===== config.mk =====
export PLATFORM = sky130hd
export DESIGN_NAME = rf_wb_arbiter
export DESIGN_NICKNAME = d
export VERILOG_FILES = /design/src/rtl/rf_wb_arbiter_pkg.sv /design/src/rtl/wb_fifo.sv /design/src/rtl/rf_wb_arbiter.sv
export SDC_FILE = /design/constraint.sdc
export NUM_CORES = 1
export LEC_CHECK = 0
export ABC_AREA = 1
export CAP_MARGIN = 20
export CORE_MARGIN = 2
export CORE_UTILIZATION = 49
export DETAILED_ROUTE_END_ITERATION = 7
export PLACE_DENSITY = 0.73
export SETUP_SLACK_MARGIN = 0.5
export SLEW_MARGIN = 20
export SYNTH_ARGS = -nofsm -noshare
export SYNTH_HDL_FRONTEND = slang
export SYNTH_SLANG_ARGS = --single-unit

===== constraint.sdc =====
create_clock -name clk -period 4.5 [get_ports clk]
set_clock_uncertainty 0.1 [all_clocks]
set_input_delay 0.675 -clock clk [delete_from_list [all_inputs] [get_ports clk]]
set_output_delay 0.675 -clock clk [all_outputs]
set_load 0.1 [all_outputs]

===== src/rtl/rf_wb_arbiter_pkg.sv =====
// Shared widths, defaults and the load-buffer entry layout for the
// register-file writeback arbiter.
package rf_wb_arbiter_pkg;

  localparam int REG_ADDR_W = 5;
  localparam int DATA_W     = 64;
  localparam int PPP_W      = 3;
  localparam int WW_W       = 2;
  localparam int NUM_REGS   = 32;
  localparam int LDQ_DEPTH  = 4;
  localparam logic [WW_W-1:0] WW_DEFAULT = 2'b11;

  // Occupancy counter must represent 0..LDQ_DEPTH inclusive.
  localparam int LDQ_CNT_W  = $clog2(LDQ_DEPTH + 1);

  // One buffered load return: destination, payload and its attributes.
  typedef struct packed {
    logic [REG_ADDR_W-1:0] addr;
    logic [DATA_W-1:0]     data;
    logic [PPP_W-1:0]      ppp;
    logic [WW_W-1:0]       ww;
  } wb_entry_t;

  localparam int WB_ENTRY_W = REG_ADDR_W + DATA_W + PPP_W + WW_W;

endpackage


===== src/rtl/wb_fifo.sv =====
// Generic synchronous FIFO used as the load-return buffer. Push is ignored
// when full and pop when empty; the head is visible combinationally.
module wb_fifo #(
  parameter int DEPTH = 4,
  parameter int WIDTH = 8,
  localparam int PTR_W = $clog2(DEPTH),
  localparam int CNT_W = $clog2(DEPTH + 1)
) (
  input  logic             clk,
  input  logic             reset,
  input  logic             push,
  input  logic [WIDTH-1:0] din,
  input  logic             pop,
  output logic [WIDTH-1:0] dout,
  output logic [CNT_W-1:0] count,
  output logic             full,
  output logic             empty
);

  logic [WIDTH-1:0] mem [DEPTH];
  logic [PTR_W-1:0] wr_ptr;
  logic [PTR_W-1:0] rd_ptr;
  logic             do_push;
  logic             do_pop;

  function automatic logic [PTR_W-1:0] next_ptr(input logic [PTR_W-1:0] p);
    return (p == PTR_W'(DEPTH - 1)) ? '0 : p + PTR_W'(1);
  endfunction

  assign full    = (count == CNT_W'(DEPTH));
  assign empty   = (count == '0);
  assign do_push = push && !full;
  assign do_pop  = pop && !empty;
  assign dout    = mem[rd_ptr];

  // Storage array: written on accepted push only.
  // NOTE: the array has no reset; pointers and count alone define which
  // slots are valid, so stale contents are never presented as data.
  always_ff @(posedge clk) begin
    if (do_push) mem[wr_ptr] <= din;
  end

  // Pointer and occupancy bookkeeping; simultaneous push/pop keeps count.
  // NOTE: sequential state uses non-blocking assignments so every register
  // samples pre-edge values regardless of statement order.
  always_ff @(posedge clk) begin
    if (!reset) begin
      wr_ptr <= '0;
      rd_ptr <= '0;
      count  <= '0;
    end else begin
      if (do_push) wr_ptr <= next_ptr(wr_ptr);
      if (do_pop)  rd_ptr <= next_ptr(rd_ptr);
      case ({do_push, do_pop})
        2'b10:   count <= count + CNT_W'(1);
        2'b01:   count <= count - CNT_W'(1);
        default: ;
      endcase
    end
  end

endmodule


===== src/rtl/rf_wb_arbiter.sv =====
// Register-file writeback arbiter: ALU writebacks win, buffered load
// returns drain when the ALU is idle, and a pending-load scoreboard
// drives the decode hazard signal.
module rf_wb_arbiter
  import rf_wb_arbiter_pkg::*;
(
  input  logic                  clk,
  input  logic                  reset,
  input  logic                  alu_wb_valid,
  input  logic [REG_ADDR_W-1:0] alu_wb_addr,
  input  logic [DATA_W-1:0]     alu_wb_data,
  input  logic [PPP_W-1:0]      alu_wb_ppp,
  input  logic [WW_W-1:0]       alu_wb_ww,
  input  logic                  ld_valid,
  input  logic [REG_ADDR_W-1:0] ld_addr,
  input  logic [DATA_W-1:0]     ld_data,
  input  logic [PPP_W-1:0]      ld_ppp,
  input  logic [WW_W-1:0]       ld_ww,
  output logic                  ld_ready,
  input  logic                  ld_issue,
  input  logic [REG_ADDR_W-1:0] ld_issue_addr,
  input  logic                  q_valid,
  input  logic [REG_ADDR_W-1:0] q_rs1,
  input  logic [REG_ADDR_W-1:0] q_rs2,
  input  logic [REG_ADDR_W-1:0] q_rd,
  output logic                  hazard,
  output logic                  rf_write_en,
  output logic [REG_ADDR_W-1:0] rf_write_addr,
  output logic [DATA_W-1:0]     rf_din,
  output logic [PPP_W-1:0]      rf_ppp,
  output logic [WW_W-1:0]       rf_ww,
  output logic [LDQ_CNT_W-1:0]  fifo_count
);

  wb_entry_t             ld_entry;
  wb_entry_t             head;
  logic [WB_ENTRY_W-1:0] head_bits;
  logic                  fifo_full;
  logic                  fifo_empty;
  logic                  push;
  logic                  pop;
  logic [NUM_REGS-1:0]   pending;
  logic [NUM_REGS-1:0]   pending_nxt;

  assign ld_entry = '{addr: ld_addr, data: ld_data, ppp: ld_ppp, ww: ld_ww};
  assign head     = wb_entry_t'(head_bits);
  assign ld_ready = !fifo_full;
  assign push     = ld_valid && ld_ready;
  // The ALU pipe cannot stall, so the buffer drains only in its idle cycles.
  assign pop      = !alu_wb_valid && !fifo_empty;

  wb_fifo #(
    .DEPTH (LDQ_DEPTH),
    .WIDTH (WB_ENTRY_W)
  ) u_wb_fifo (
    .clk   (clk),
    .reset (reset),
    .push  (push),
    .din   (ld_entry),
    .pop   (pop),
    .dout  (head_bits),
    .count (fifo_count),
    .full  (fifo_full),
    .empty (fifo_empty)
  );

  // Next scoreboard state: clear on pop first so an issue to the same
  // register in the same cycle overrides it.
  // NOTE: start from a full default so no path leaves pending_nxt unassigned
  // (which would infer a latch).
  always_comb begin
    pending_nxt = pending;
    if (pop)      pending_nxt[head.addr]     = 1'b0;
    if (ld_issue) pending_nxt[ld_issue_addr] = 1'b1;
  end

  // Pending-load scoreboard register.
  always_ff @(posedge clk) begin
    if (!reset) pending <= '0;
    else        pending <= pending_nxt;
  end

  assign hazard = q_valid &&
                  (pending[q_rs1] || pending[q_rs2] || pending[q_rd]);

  // Registered write port: ALU first, then buffered load, else idle with
  // address/data/attributes held at their last value.
  always_ff @(posedge clk) begin
    if (!reset) begin
      rf_write_en   <= 1'b0;
      rf_write_addr <= '0;
      rf_din        <= '0;
      rf_ppp        <= '0;
      rf_ww         <= WW_DEFAULT;
    end else if (alu_wb_valid) begin
      rf_write_en   <= 1'b1;
      rf_write_addr <= alu_wb_addr;
      rf_din        <= alu_wb_data;
      rf_ppp        <= alu_wb_ppp;
      rf_ww         <= alu_wb_ww;
    end else if (pop) begin
      rf_write_en   <= 1'b1;
      rf_write_addr <= head.addr;
      rf_din        <= head.data;
      rf_ppp        <= head.ppp;
      rf_ww         <= head.ww;
    end else begin
      rf_write_en   <= 1'b0;
    end
  end

endmodule


# Word level (Yosys, flattened, before mapping)
# Memory sizes are Yosys's and may differ from the RTL's. A register that Yosys moved wholly into a read port is not among the register bits.
# Cells that the tools add are included.
[classes]
n_bitwise = 3
reduce_logical = 15
n_eq_ne = 5
n_addsub = 4
mux = 29
order_cmp = 7
[op_table]
columns = ["operator", "count"]
rows = [
  ["$mux W64", 2],
  ["$mux W32", 2],
  ["$and A32 B32 Y32", 1],
  ["$not A32 Y32", 1],
  ["$or A32 B32 Y32", 1],
  ["$lt A5 B6 Y1 const B", 5],
  ["$bmux W1 S5", 3],
  ["$mux W2", 6],
  ["$demux W1 S5", 2],
  ["$ge A5 B1 Y1 const B", 2],
  ["$mux W5", 2],
  ["$mux W1", 9],
  ["$logic_and A1 B1 Y1", 7],
  ["$eq A2 B2 Y1 const B", 3],
  ["$mux W3", 2],
  ["$pmux W3 S2", 1],
  ["$add A2 B1 Y2 const B", 2],
  ["$reduce_bool A2 Y1", 2],
  ["$add A3 B1 Y3 const B", 1],
  ["$eq A3 B3 Y1 const B", 1],
  ["$logic_not A1 Y1", 3],
  ["$logic_not A3 Y1", 1],
  ["$sub A3 B1 Y3 const B", 1],
  ["$eq A2 B1 Y1 const B", 1],
  ["$logic_or A1 B1 Y1", 2],
]
[totals]
register_bits = 114
ramBits = 296
out_inout_bits = 80
elab_cells = 73
mem_count = 1
inputBits = 174
[memory_table]
columns = ["name", "depth", "width", "read_ports", "rd_clocked_by_memory_dff", "write_ports", "line", "source"]
rows = [
  ["u_wb_fifo.mem", 4, 74, 1, 1, 1, "wb_fifo.sv:20", "logic [WIDTH-1:0] mem [DEPTH];"],
]

# Depth between registers and ports, before layout
[logic_depth]
ltp_word = 9
mapped_depth = 13
ltp_nobuf = 12

# Hierarchy
# A second synthesis with hierarchy kept.
[unflattened]
cells_unflattened = 1762
area_unflattened_um2 = 17312.9
[by_module_without_submodules]
columns = ["mod", "area_per_inst_um2", "n_inst", "seq_area_each_um2", "cells_each"]
rows = [
  ["wb_fifo", 11459.7, 1, 9068.7, 786],
  ["rf_wb_arbiter", 5853.1, 1, 2142.1, 976],
]

# Worst setup path after synthesis
# OpenSTA, ideal clock, no wires.
[synth_path]
path_kind = "register to register"
startpoint = "reg u_wb_fifo.count[0]"
endpoint = "mem u_wb_fifo.mem[0][0] (netlist name), enable pin"
arrival_time_ps = 5335
setup_ps = 507
setup_slack_ps = -1442
path_buffers = 0
required_time_ps = 3893
stages_incl_launch_ff = 5
period_less_slack_ps = 5942
cell_sequence = "dfxtp_1 nor2_1 nand2_1 nand2_1 nor2_1"
[synth_via]
elab_chain_cells = 6
[synth_rtl]
columns = ["element", "line", "source"]
rows = [
  ["start, declared", "wb_fifo.sv:15", "output logic [CNT_W-1:0] count,"],
  ["start signal, assigned", "wb_fifo.sv:55", "2'b10: count <= count + CNT_W'(1);"],
  ["start signal, assigned", "wb_fifo.sv:56", "2'b01: count <= count - CNT_W'(1);"],
  ["$eq A3 B3 Y1 *", "wb_fifo.sv:30", "assign full = (count == CNT_W'(DEPTH));"],
  ["$logic_not A1 Y1 *", "rf_wb_arbiter.sv:47", "assign ld_ready = !fifo_full;"],
  ["via ld_ready", "rf_wb_arbiter.sv:19", "output logic ld_ready,"],
  ["$logic_and A1 B1 Y1", "rf_wb_arbiter.sv:48", "assign push = ld_valid && ld_ready;"],
  ["$logic_and A1 B1 Y1 *", "wb_fifo.sv:32", "assign do_push = push && !full;"],
  ["$mux W1 *", "wb_fifo.sv:40", "if (do_push) mem[wr_ptr] <= din;"],
  ["$mux W1 (implied by the code) *", "wb_fifo.sv:40", ""],
  ["end, declared", "wb_fifo.sv:20", ""],
]
# The timed path passes the listed nets; every way through them passes the cells marked *.

# Final worst setup path
[layout_path]
startpoint = "in q_rs1[0]"
endpoint = "out hazard"
[layout_via]
elab_chain_cells = 5
[layout_rtl]
columns = ["element", "line", "source"]
rows = [
  ["start, declared", "rf_wb_arbiter.sv:23", "input logic [REG_ADDR_W-1:0] q_rs1,"],
  ["$bmux W1 S5", "rf_wb_arbiter.sv:84", "(pending[q_rs1] || pending[q_rs2] || pending[q_rd]);"],
  ["$mux W1 (implied by the code)", "rf_wb_arbiter.sv:84", ""],
  ["$logic_or A1 B1 Y1 (2 in a row)", "rf_wb_arbiter.sv:84", ""],
  ["$logic_and A1 B1 Y1", "rf_wb_arbiter.sv:83", "assign hazard = q_valid &&"],
  ["end, declared", "rf_wb_arbiter.sv:26", "output logic hazard,"],
]
# Every way passes these cells. The select of a mux whose other input is x is not followed.

==> results.yml <==
worst_setup_path:
  r2r_slack_ps: 1980
  startpoint_type: "primary input"
  reg2reg_depth: 5
  worst-setup-path-type: "primary input to output pin"
  worst_setup_path_end_kind: "output pin"
  r2r-end: "rf_ww[0]$_SDFFE_PN1P_"
  critPathMaxFanout: 18
  cp.arrival_ps: 2910
  critPathRequiredTime_ps: 3720
yosys:
  syn_inst: 1640
  synth-seq-cells: 412
  syn-cell-area_um2: 16900
  ys_warn_count: 0
  synth_cell_types: 37
  ys_seq_area_share_pct: 66.4
  synth_ff_type: "edfxtp_1"
  syn_nets: 1821
  avgSynthCellArea_um2: 10.3
  async_flop_share_pct: 0
  synth_edf_count: 296
timing:
  grt_setup_unrepaired: "false"
  maxClockFrequency_mhz: 271
  setup_viol: 0
  worst_slack_ps: 815
  fin_hold_ws_ps: 382
  slew_headroom_pct: 21.8
  drv_slew: 0
  period_share_pct: 81.9
  min_period_ps: 3690
  worstMarginPinSlew_ps: 1170
  hold_violations: 0
drt:
  routed-wl-met3_um: 3230
  firstDrtPassIters: 5
  totalWireLength_um: 43500
  drt_iter0_drc: 1009
  routedWlPerCell_um: 18.5
  ant_nets: 0
  vias: 13000
  highest_layer: "met5"
  route.met2.wl_um: 20800
  viasPerCell: 5.52
  drcViolationCount: 0
  m1WireLength_um: 18600
global_routing:
  grt_pass1_wl_um: 67200
  grt_usage_pct: 23.7
  gr-total-overflow: 0
  grt_pass1_vias: 12400
  antenna_found_initial: 3
  grt_max_degree: 119
place:
  place_inst: 2268
  dp_hpwl_um: 26800
  numPortBuffers: 253
  gp_congestion: 0.925
  dp_slack_ps: 863
floorplanning:
  die_area_um2: 36000
  num_rows: 68
  ios: 254
  floorplan.initialDensity_pct: 49.3
  die_w_um: 190
  fp.coreArea_um2: 34300
  die_height_um: 190
clocking:
  post_cts_buffers: 0
  ctsHtreeMaxLevel: 2
  holdBufCountCts: 0
  cts_num_sinks: 412
  cts_tree: "built"
  cts_buffers: 41
  clk_path_buf_depth: 3
  cts.repair.resized: 0
  insertion_delay_ps: 520
  cts_root_buffer: "clkbuf_16"
  clk_pin_slew_ps: 60
outcome:
  status: "finished clean"
min_path:
  whs_endpoint: "rf_ww[0]$_SDFFE_PN1P_"
  hold_depth: 2
  hold_start: "rf_ww[0]$_SDFFE_PN1P_"
  hp-class: "register to register"
finish:
  fill_cells: 2770
  drive_gt1_share_pct: 5.77
  area_delta_synth_final_pct: 24.9
  instances_no_fill: 2347
  nets: 2037
power_and_ir_drop:
  finalPower_uw: 13000
  ir_drop_mv: 0.434
  cellPowerDensity_nw_per_um2: 615
  power.leakage_uw: 0.00745
job:
  cap_violations: 0
how the worst max path moves through the flow:
stage | startpoint | to | slack, ps
global placement | q_rs1[0] | hazard | 900
detailed placement | q_rs1[0] | hazard | 860
global route | q_rs1[0] | hazard | 600
finish | q_rs1[0] | hazard | 810
floorplan | u_wb_fifo.count[0]$_SDFFE_PN0P_ | u_wb_fifo.mem[3][0]$_DFFE_PP_ | -260
CTS | q_rs1[0] | hazard | 850
stage by stage:
step | utilization, % | setup TNS [ps] | instance area (µm²)
6_report | 61.5 | 0 | 21100
5_1_grt | 61.5 | 0 | 21100
3_3_place_gp | 57.7 | 0 | 19800
4_1_cts | 61.5 | 0 | 21100
2_1_floorplan | - | -77270 | 16900
3_5_place_dp | 57.7 | 0 | 19800
synth_stat cells (2+ instances only):
library cell	instances	area (µm²)
nand2_1	374	1400
edfxtp_1	296	8890
o21ai_0	218	1090
nor2_1	159	597
dfxtp_1	116	2320
nand3_1	80	400
a31oi_1	69	432
clkbuf_1	67	251
o22ai_1	67	419
inv_1	66	248
a21oi_1	42	210
buf_2	21	105
nor3_1	9	45.0
o21ai_1	7	35.0
buf_4	6	45.0
ha_1	6	75.1
inv_2	4	15.0
buf_1	3	11.3
buf_6	3	33.8
nand3_2	3	30.0
a221oi_1	2	17.5
mux2i_1	2	20.0
nand2_2	2	12.5
nand2_4	2	22.5
nor2_4	2	22.5
o211ai_1	2	15.0
o221ai_1	2	17.5
flip-flops by register name, summed over array words and instances, names as in the netlist, named ones only:
signal and flops:
u_wb_fifo.mem 296, u_wb_fifo.count 3, rf_write_en 1, rf_ppp 3
rf_ww 2, u_wb_fifo.wr_ptr 2, pending 32, rf_din 64
u_wb_fifo.rd_ptr 2, rf_write_addr 5
routing by layer:
metal | up-vias | GRT usage, %
li1 | 6220 | -
met1 | 6223 | 31.0
met2 | 445 | 40.2
met3 | 68 | 5.35
met4 | 4 | 5.96
met5 | - | 0
report_power, final:
part	switching, µW	total (µW)	internal (µW)
logic	3590	4770	1180
registers	247	4860	4610
clock network	1390	3340	1950
worst max-delay path, stage by stage:
cell             delay [ps]
clkdlybuf4s50_1         840
inv_1                   390
nand2_1                 140
nand3_1                  70
nand3_1                 100
nand3_1                  80
nand3_1                  80
nand2_1                  50
nor2_1                  140
a21oi_1                  80
buf_4                   230
cells in the final DEF (no fill, tap or decap), types with 2 or more instances in the layout:
cell / count
diode_2: 3
clkinv_2: 8
buf_4: 19
o21ai_0: 218
bufinv_16: 4
nand2_1: 374
ha_1: 6
nand2_4: 2
a31oi_1: 69
inv_1: 63
buf_12: 3
clkbuf_16: 41
o221ai_1: 2
inv_4: 2
nor2_4: 6
nor2_1: 155
inv_2: 5
nand2_2: 2
o211ai_1: 2
clkdlybuf4s50_1: 250
nand3_1: 80
clkinv_1: 10
dfxtp_1: 114
nand3_2: 3
o21ai_1: 7
mux2i_1: 2
inv_6: 3
edfxtp_1: 296
a221oi_1: 2
clkbuf_8: 2
a21oi_1: 42
o22ai_1: 67
nor3_1: 8
buf_2: 2
clkbuf_1: 9
layout make-up:
cell class / count / area, µm² / area share, %
Sequential cell: 412 / 11200 / 53.1
Multi-Input combinational cell: 1055 / 5000 / 23.7
Timing Repair Buffer: 274 / 2720 / 12.9
Clock buffer: 52 / 1090 / 5.15
Tap cell: 455 / 569 / 2.70
Inverter: 72 / 280 / 1.33
Clock inverter: 24 / 231 / 1.10
Antenna cell: 3 / 7.51 / 0.0356
kinds of logic (layout without fill, tap and decap cells):
kind of cell | after synthesis | in the layout | synth area share, %
other cells | 0 | 3 | 0
fa+ha+maj | 7 | 7 | 0.563
buf+inv | 173 | 422 | 4.29
compound gates | 413 | 413 | 13.6
simple gates | 633 | 633 | 15.1
flops | 412 | 412 | 66.4
mux | 2 | 2 | 0.118
No activity file was read; power rests on OpenSTA's default activity.
